$ cat src/rtl/hazard_unit_p.sv
// -----------------------------------------------------------------------------
// hazard_unit_p
// Hazard detection and forwarding control for a 5-stage (F, D, E, M, W)
// pipeline whose register file has two write ports.
//
// Forwarding (E stage, combinational):
//   ForwardAE / ForwardBE : 0 = register file, 1 = W port1, 2 = W port2,
//                           3 = M port1,       4 = M port2.
//   M beats W; inside one stage port2 beats port1. Every address forwards,
//   including register 0.
//
// Pipeline control (combinational from inputs and counter state):
//   StallF, StallD, StallE : hold the F/D/E pipeline registers
//   FlushD, FlushE         : turn the D/E pipeline registers into bubbles
//   McBusy                 : a multi-cycle op is still occupying E
//   StallCount             : saturating count of cycles with StallF = 1
//
// Inputs:
//   clk, reset (async, active-low)
//   Ra1D/Ra2D, Ra1E/Ra2E   : source registers in D and E
//   Wa1E, LoadE            : destination and load flag of the E instruction
//   McStartE               : one-cycle pulse when a multi-cycle op enters E
//   PCSrcE                 : taken branch resolved in E
//   Wa1M/Wa2M, RegWrite1M/RegWrite2M : M-stage write ports
//   Wa1W/Wa2W, RegWrite1W/RegWrite2W : W-stage write ports
//
// Precedence of the control decisions: reset, McBusy, PCSrcE, load-use.
// -----------------------------------------------------------------------------
module hazard_unit_p #(
  parameter int REG_AW   = 3,
  parameter int LOAD_LAT = 1,
  parameter int MC_LAT   = 4,
  parameter int PERF_W   = 16
) (
  input  logic              clk,
  input  logic              reset,
  input  logic [REG_AW-1:0] Ra1D,
  input  logic [REG_AW-1:0] Ra2D,
  input  logic [REG_AW-1:0] Ra1E,
  input  logic [REG_AW-1:0] Ra2E,
  input  logic [REG_AW-1:0] Wa1E,
  input  logic              LoadE,
  input  logic              McStartE,
  input  logic              PCSrcE,
  input  logic [REG_AW-1:0] Wa1M,
  input  logic [REG_AW-1:0] Wa2M,
  input  logic              RegWrite1M,
  input  logic              RegWrite2M,
  input  logic [REG_AW-1:0] Wa1W,
  input  logic [REG_AW-1:0] Wa2W,
  input  logic              RegWrite1W,
  input  logic              RegWrite2W,
  output logic [2:0]        ForwardAE,
  output logic [2:0]        ForwardBE,
  output logic              StallF,
  output logic              StallD,
  output logic              StallE,
  output logic              FlushD,
  output logic              FlushE,
  output logic              McBusy,
  output logic [PERF_W-1:0] StallCount
);

  localparam logic [2:0] FWD_RF = 3'd0;
  localparam logic [2:0] FWD_W1 = 3'd1;
  localparam logic [2:0] FWD_W2 = 3'd2;
  localparam logic [2:0] FWD_M1 = 3'd3;
  localparam logic [2:0] FWD_M2 = 3'd4;

  // Counter reload values: the cycle that detects the hazard/op is the first
  // stall cycle, so the counter only covers the remaining ones.
  localparam logic [2:0] LD_RELOAD = 3'(LOAD_LAT - 1);
  localparam logic [3:0] MC_RELOAD = 4'(MC_LAT - 1);
  localparam logic [PERF_W-1:0] CNT_MAX = {PERF_W{1'b1}};

  logic [2:0]        r_ld_cnt;
  logic [3:0]        r_mc_cnt;
  logic [PERF_W-1:0] r_stall_cnt;

  logic [2:0]        w_ld_nxt;
  logic [3:0]        w_mc_nxt;
  logic              w_busy;
  logic              w_hit;
  logic [2:0]        w_fwd_a;
  logic [2:0]        w_fwd_b;

  // Priority forward select for one E-stage source register.
  function automatic logic [2:0] fwd_sel(
    input logic [REG_AW-1:0] ra,
    input logic              we1m,
    input logic [REG_AW-1:0] wa1m,
    input logic              we2m,
    input logic [REG_AW-1:0] wa2m,
    input logic              we1w,
    input logic [REG_AW-1:0] wa1w,
    input logic              we2w,
    input logic [REG_AW-1:0] wa2w
  );
    logic [2:0] sel;
    if (we2m && (wa2m == ra)) begin
      sel = FWD_M2;
    end else if (we1m && (wa1m == ra)) begin
      sel = FWD_M1;
    end else if (we2w && (wa2w == ra)) begin
      sel = FWD_W2;
    end else if (we1w && (wa1w == ra)) begin
      sel = FWD_W1;
    end else begin
      sel = FWD_RF;
    end
    return sel;
  endfunction

  // Forward selects for both E-stage sources.
  always_comb begin
    w_fwd_a = fwd_sel(Ra1E, RegWrite1M, Wa1M, RegWrite2M, Wa2M,
                      RegWrite1W, Wa1W, RegWrite2W, Wa2W);
    w_fwd_b = fwd_sel(Ra2E, RegWrite1M, Wa1M, RegWrite2M, Wa2M,
                      RegWrite1W, Wa1W, RegWrite2W, Wa2W);
  end

  // Stall/flush decisions and next counter values, highest priority first.
  always_comb begin
    w_busy    = (r_mc_cnt != 4'd0);
    w_hit     = LoadE && ((Wa1E == Ra1D) || (Wa1E == Ra2D));
    ForwardAE = w_fwd_a;
    ForwardBE = w_fwd_b;
    StallF    = 1'b0;
    StallD    = 1'b0;
    StallE    = 1'b0;
    FlushD    = 1'b0;
    FlushE    = 1'b0;
    McBusy    = w_busy;
    w_ld_nxt  = r_ld_cnt;
    w_mc_nxt  = r_mc_cnt;
    if (!reset) begin
      ForwardAE = FWD_RF;
      ForwardBE = FWD_RF;
      McBusy    = 1'b0;
      FlushD    = 1'b1;
      FlushE    = 1'b1;
      w_ld_nxt  = 3'd0;
      w_mc_nxt  = 4'd0;
    end else if (w_busy) begin
      // E holds the multi-cycle op: branch and load-use wait (ld_cnt frozen).
      StallF   = 1'b1;
      StallD   = 1'b1;
      StallE   = 1'b1;
      w_mc_nxt = r_mc_cnt - 4'd1;
    end else if (PCSrcE) begin
      // Taken branch squashes D and E, including any pending load stall
      // and any multi-cycle op that was about to start.
      FlushD   = 1'b1;
      FlushE   = 1'b1;
      w_ld_nxt = 3'd0;
    end else begin
      if (McStartE) begin
        w_mc_nxt = MC_RELOAD;
      end else begin
        w_mc_nxt = r_mc_cnt;
      end
      if (r_ld_cnt != 3'd0) begin
        StallF   = 1'b1;
        StallD   = 1'b1;
        FlushE   = 1'b1;
        w_ld_nxt = r_ld_cnt - 3'd1;
      end else if (w_hit) begin
        StallF   = 1'b1;
        StallD   = 1'b1;
        FlushE   = 1'b1;
        w_ld_nxt = LD_RELOAD;
      end else begin
        w_ld_nxt = r_ld_cnt;
      end
    end
  end

  // Counter state and saturating stall-cycle counter.
  always_ff @(posedge clk or negedge reset) begin
    if (!reset) begin
      r_ld_cnt    <= 3'd0;
      r_mc_cnt    <= 4'd0;
      r_stall_cnt <= '0;
    end else begin
      r_ld_cnt <= w_ld_nxt;
      r_mc_cnt <= w_mc_nxt;
      if (StallF && (r_stall_cnt != CNT_MAX)) begin
        r_stall_cnt <= r_stall_cnt + {{(PERF_W-1){1'b0}}, 1'b1};
      end else begin
        r_stall_cnt <= r_stall_cnt;
      end
    end
  end

  assign StallCount = r_stall_cnt;

endmodule

$ cat config.mk
export PLATFORM = sky130hd
export DESIGN_NAME = hazard_unit_p
export DESIGN_NICKNAME = d
export VERILOG_FILES = /design/src/rtl/hazard_unit_p.sv
export SDC_FILE = /design/constraint.sdc
export NUM_CORES = 1
export LEC_CHECK = 0
export CAP_MARGIN = 20
export CORE_MARGIN = 3
export CORE_UTILIZATION = 47
export CTS_CLUSTER_DIAMETER = 120
export DETAILED_ROUTE_END_ITERATION = 7
export PLACE_DENSITY_LB_ADDON = 0.05
export SLEW_MARGIN = 20
export SYNTH_ARGS = -nofsm -noshare
export SYNTH_HDL_FRONTEND = slang
export SYNTH_SLANG_ARGS = --single-unit
$ cat constraint.sdc
create_clock -name clk -period 3.2 [get_ports clk]
set_input_delay 0.64 -clock clk [delete_from_list [all_inputs] [get_ports clk]]
set_output_delay 0.64 -clock clk [all_outputs]
set_load 0.005 [all_outputs]
### Word-level counts from Yosys, hierarchy flattened

Index checks and enable logic that the tools add are counted.

| cells by class | value |
|---|---|
| multiply operators | 0 |
| shift-type cells | 0 |
| bitwise operators | 0 |
| reduce and logical (&&, ||, !) cells | 15 |
| div/mod/pow operators | 0 |
| mux-type cells | 33 |
| equal/unequal tests | 15 |
| $lt $le $gt $ge | 0 |
| add/sub/neg operators | 3 |

Operators with widths:

| operator | number |
|---|---|
| == test 3 bit | 10 |
| 2-to-1 mux 3 bit | 9 |
| adder 16 x 1 -> 16 bit, second input constant | 1 |
| 2-to-1 mux 1 bit | 16 |
| 2-to-1 mux 4 bit | 4 |
| != test 16 bit, second input constant | 1 |
| logical AND 1 bit | 10 |
| 2-to-1 mux 2 bit | 4 |
| != test 4 x 1 -> 1 bit, second input constant | 1 |
| AND reduction 2 bit | 2 |
| nonzero test 4 bit | 1 |
| subtractor 4 x 1 -> 4 bit, second input constant | 1 |
| != test 3 x 1 -> 1 bit, second input constant | 1 |
| != test 3 x 2 -> 1 bit, second input constant | 1 |
| nonzero test 3 bit | 1 |
| subtractor 3 x 1 -> 3 bit, second input constant | 1 |
| != test 2 bit, second input constant | 1 |
| logical OR 1 bit | 1 |

| storage, ports and cells | value |
|---|---|
| bits of input ports | 36 |
| register bits after elaboration | 23 |
| memories | 0 |
| bits in read-only memories | 0 |
| bits in latches | 0 |
| bits in writable memories | 0 |
| logic and storage cells | 69 |
| output and inout bits | 28 |

### Depth between registers and ports, before layout

| logic depth | value |
|---|---|
| word-level depth | 9 |
| gate-level depth with buffers | 9 |
| mapped depth without buffers | 7 |

### Worst setup path before layout

OpenSTA, ideal clock, no wires.

| path | value |
|---|---|
| path type | reg-to-output |
| start point | register r_mc_cnt[0] |
| end point | output StallF |
| path slack | 0.808 ns |
| data arrival time | 1.752 ns |
| data required time | 2.560 ns |
| stages on the path, launching flop included | 10 |
| buffers on the path | 3 |
| path through | dfrtp_1 -> inv_1 -> ha_1 -> or3b_1 -> buf_6 -> nand2_4 -> nand4_4 -> buf_6 -> nor2b_1 -> buf_4 |

| between the ends | value |
|---|---|
| longest elaborated chain between the ends | 3 |

RTL lines:

| item | RTL line | source |
|---|---|---|
| from (decl) | 77 | `logic [3:0] r_mc_cnt;` |
| from (signal assigned) | 186 | `r_mc_cnt <= w_mc_nxt;` |
| nonzero test 4 bit | 124 | `w_busy = (r_mc_cnt != 4'd0);` |
| 2-to-1 mux 1 bit (2 in series) | - |  |
| to (decl) | 55 | `output logic StallF,` |

Every way passes these cells.

### Worst setup path after layout

| path | value |
|---|---|
| start point | register r_mc_cnt[0] |
| end point | output StallF |

| between the ends | value |
|---|---|
| longest elaborated chain between the ends | 3 |

RTL lines:

| item | RTL line | source |
|---|---|---|
| nonzero test 4 bit | 124 |  |
| 2-to-1 mux 1 bit | 144 | `end else if (w_busy) begin` |
| 2-to-1 mux 1 bit | 136 | `if (!reset) begin` |

Every way passes these cells.

==> metrics.md <==
| Metric | Value |
|---|---|
| Worst r2r dst | `StallCount[1]$_DFFE_PN0P_` |
| Largest net degree at the start of global routing | `23` |
| Syn avg cell area | `9.33 µm²` |
| Worst setup EP type | `output pin` |
| GRT overflow | `0` |
| Power per cell area | `468 nW/µm²` |
| Tot GR Track Use | `0.199` |
| Min cycle time layout | `2990 ps` |
| Area Growth Syn to Fin | `41.8%` |
| First-pass GRT wire length | `6.73 mm` |
| Max Root-Sink Buffers | `2` |
| Post-DP HPWL | `3.22 mm` |
| Buf+Inv Stages, Crit Path | `2` |
| Initial antenna violation count | `0` |
| FF-to-FF Start | `r_mc_cnt[0]$_DFFE_PN0P_` |
| Relative slew slack | `0.747` |
| Detail Route Antenna Nets | `0` |
| Post-layout nets | `279` |
| Die H | `around 65 µm` |
| FP Rows | `20` |
| M1 wire length | `1.77 mm` |
| RSZ-0062 raised after global routing | `no` |
| Global placement routability congestion | `0.793` |
| Max VDD drop | `~350 µV` |
| Pins over their slew limit | `0` |
| R2R cell count | `8` |
| Number of global-route vias before repair | `1571` |
| Synth Instances | `177` |
| Cts bufs inserted | `3` |
| Netlist cell types | `34` |
| Number of synthesized register bits | `23` |
| Vias/cell | `between 5 and 6` |
| Die area | `4260 µm²` |
| Type of origin of the critical path | `flip-flop` |
| Hold_ws | `528 ps` |
| Dpl cells | `279` |
| Top sig layer | `met4` |
| Number of hold buffers added after cts | `0` |
| Finished Layout Cells | `around 280` |
| CP top delay family | `simple AND/OR/NAND/NOR gates` |
| # IOs | `64` |
| Synth warnings | `0` |
| CP max stage cell | `or3b_1` |
| Initial core utilization | `0.516` |
| Hold Vio Cnt, Final | `0` |
| Total power | `between 0.001 and 0.0015 W` |
| Leak | `slightly above 0.9 nW` |
| Final Cycle Share | `0.934` |
| Setup TNS | `0 ps` |
| HP Start | `StallCount[9]$_DFFE_PN0P_` |
| Met2 WL | `about 1.9 mm` |
| Routed len/inst | `about 14 µm` |
| CP Data Arrival Time | `2350 ps` |
| DR vias | `1535` |
| First DRT Iteration DRCs | `98` |
| Register-to-register setup slack | `between 1000 and 1500 ps` |
| Number of remaining DRC errors | `0` |
| Core Area | `3200 µm²` |
| Slew @ Worst Pin | `roughly 380 ps` |
| CTS sink cnt | `23` |
| Crit path cell chain | `inv_1 > ha_1 > or3b_1 > nand2_4 > nand4_4 > nor2b_1 > clkdlybuf4s50_1` |
| DIE WIDTH | `~65 µm` |
| Max Cap Violations | `0` |
| FMAX | `335 MHz` |
| CTS root buf | `clkbuf_4` |
| ANT cells | `0` |
| Clk_lat worst skew | `around 320 ps` |
| Fraction of layout cells with a size suffix above 1 | `0.0669` |
| H-tree level count | `1` |
| Met3 WL post-DR | `roughly 280 µm` |
| Status | `finished clean` |
| Final setup violation count | `0` |
| Share of the yosys chip area belonging to registers | `0.348` |
| Drt pass-1 iters | `4` |
| Synth Net Count | `216` |
| Critical path fanouts, max | `6` |
| IO Port Bufs | `63` |
| Util after Layout | `0.731` |
| Worst min path class | `flip-flop to flip-flop` |
| Hold Path Depth | `1` |
| Setup Crit Path Kind | `flip-flop to output pin` |
| Max Clock Skew | `16.1 ps` |
| Max incr delay on CP | `500 ps` |
| Routed wire length | `4.02 mm` |
| WHS Endpoint | `StallCount[9]$_DFFE_PN0P_` |
| CP required | `2560 ps` |
| Clock transition at path regs | `140 ps` |
| CTS tree | `built` |
| Cell Area, Synth | `1650 µm²` |
-- stage by stage --
step	setup WS [ps]	area [µm²]
floorplan	808	1650
global placement	197	2310
detailed placement	161	2310
CTS	164	2330
global route	66.0	2340
finish	211	2340
-- cells in the mapped netlist, drive strengths merged --
cell	n	share of area
nand3	6	0.021
nand4	24	0.10
or3b	1	0.0053
mux2	1	0.0068
inv	7	0.016
nand2	7	0.020
xnor2	43	0.23
dfrtp	23	0.35
xor2	4	0.021
a21oi	6	0.020
o21ai	7	0.028
buf	6	0.032
nor4	1	0.0038
o211a	1	0.0061
nor2	12	0.029
o211ai	1	0.0045
nor2b	3	0.011
and2	4	0.015
nor3b	1	0.0045
a41oi	1	0.0053
and3	8	0.030
ha	3	0.023
a21boi	1	0.0045
clkbuf	4	0.0091
nor3	2	0.0061
-- cell families after synthesis --
logic type | after synthesis | synth area share
buffers and inverters | 17 | 0.0568
multiplexers | 1 | 0.00682
adder cells (fa/ha/maj) | 3 | 0.0227
flip-flops | 23 | 0.348
AO/OA/AOI/OAI | 17 | 0.0689
XOR/XNOR | 47 | 0.249
AND/OR/NAND/NOR | 69 | 0.247
-- power by group --
group,internal [W],switching (W)
Clock,0.0000467,0.0000930
Combinational,0.000301,0.000249
Sequential,0.000343,0.0000625
-- worst register-to-register path, stage by stage, from the launching register on --
cell     delay (ps)
dfrtp_1         410
inv_1           100
ha_1            160
or3b_1          500
nand2_4         160
nand4_4         110
buf_4           220
nand2_1         120
mux2_1          320
-- sequential cells by signal, indices dropped and copies added, names as in the netlist --
name        count
r_mc_cnt        4
StallCount     16
r_ld_cnt        3
-- final cells by class --
type	count	area [µm²]
Fill cell	251	861
Clock buffer	3	22.5
Clock inverter	1	5.00
Tap cell	44	55.1
Timing Repair Buffer	68	668
Multi-Input combinational cell	137	990
Sequential cell	23	576
Inverter	7	26.3
-- per-layer routing --
metal / GRT usage / vias to the layer above
met5: 0 / -
met4: 0.0699 / 0
met3: 0.0342 / 6
met2: 0.336 / 73
met1: 0.255 / 722
li1: - / 734
-- layout by cell type (no fill, tap or decap), types with 4 or more instances in the layout --
cell             synthesis  layout
xnor2_1                 43      43
a21oi_1                  5       5
inv_1                    7       7
clkdlybuf4s50_1          0      63
buf_4                    2       5
xor2_1                   4       4
and2_1                   4       4
nand4_1                 23      23
o21ai_0                  5       5
and3_1                   8       8
nand3_1                  5       5
dfrtp_1                 23      23
nand2_1                  6       6
nor2_1                  11      11
-- worst max-delay path by stage --
stage / depth (start not counted) / end / slack [ps] / from
after CTS: 7 / FlushE / 160 / Wa1E[1]
after detailed placement: 7 / FlushE / 160 / Wa1E[1]
final: 7 / StallF / 210 / r_mc_cnt[0]$_DFFE_PN0P_
after global placement: 7 / FlushE / 200 / Wa1E[0]
after global routing: 7 / StallD / 70 / r_mc_cnt[0]$_DFFE_PN0P_
after floorplan: 9 / StallF / 810 / r_mc_cnt[0]$_DFFE_PN0P_
-- timing repair --
item | in CTS | in global routing
resized for setup | 0 | 1
setup endpoints to repair | 0 | 1
buffers inserted | 0 | 0
Power figures use the tool's default switching activity.
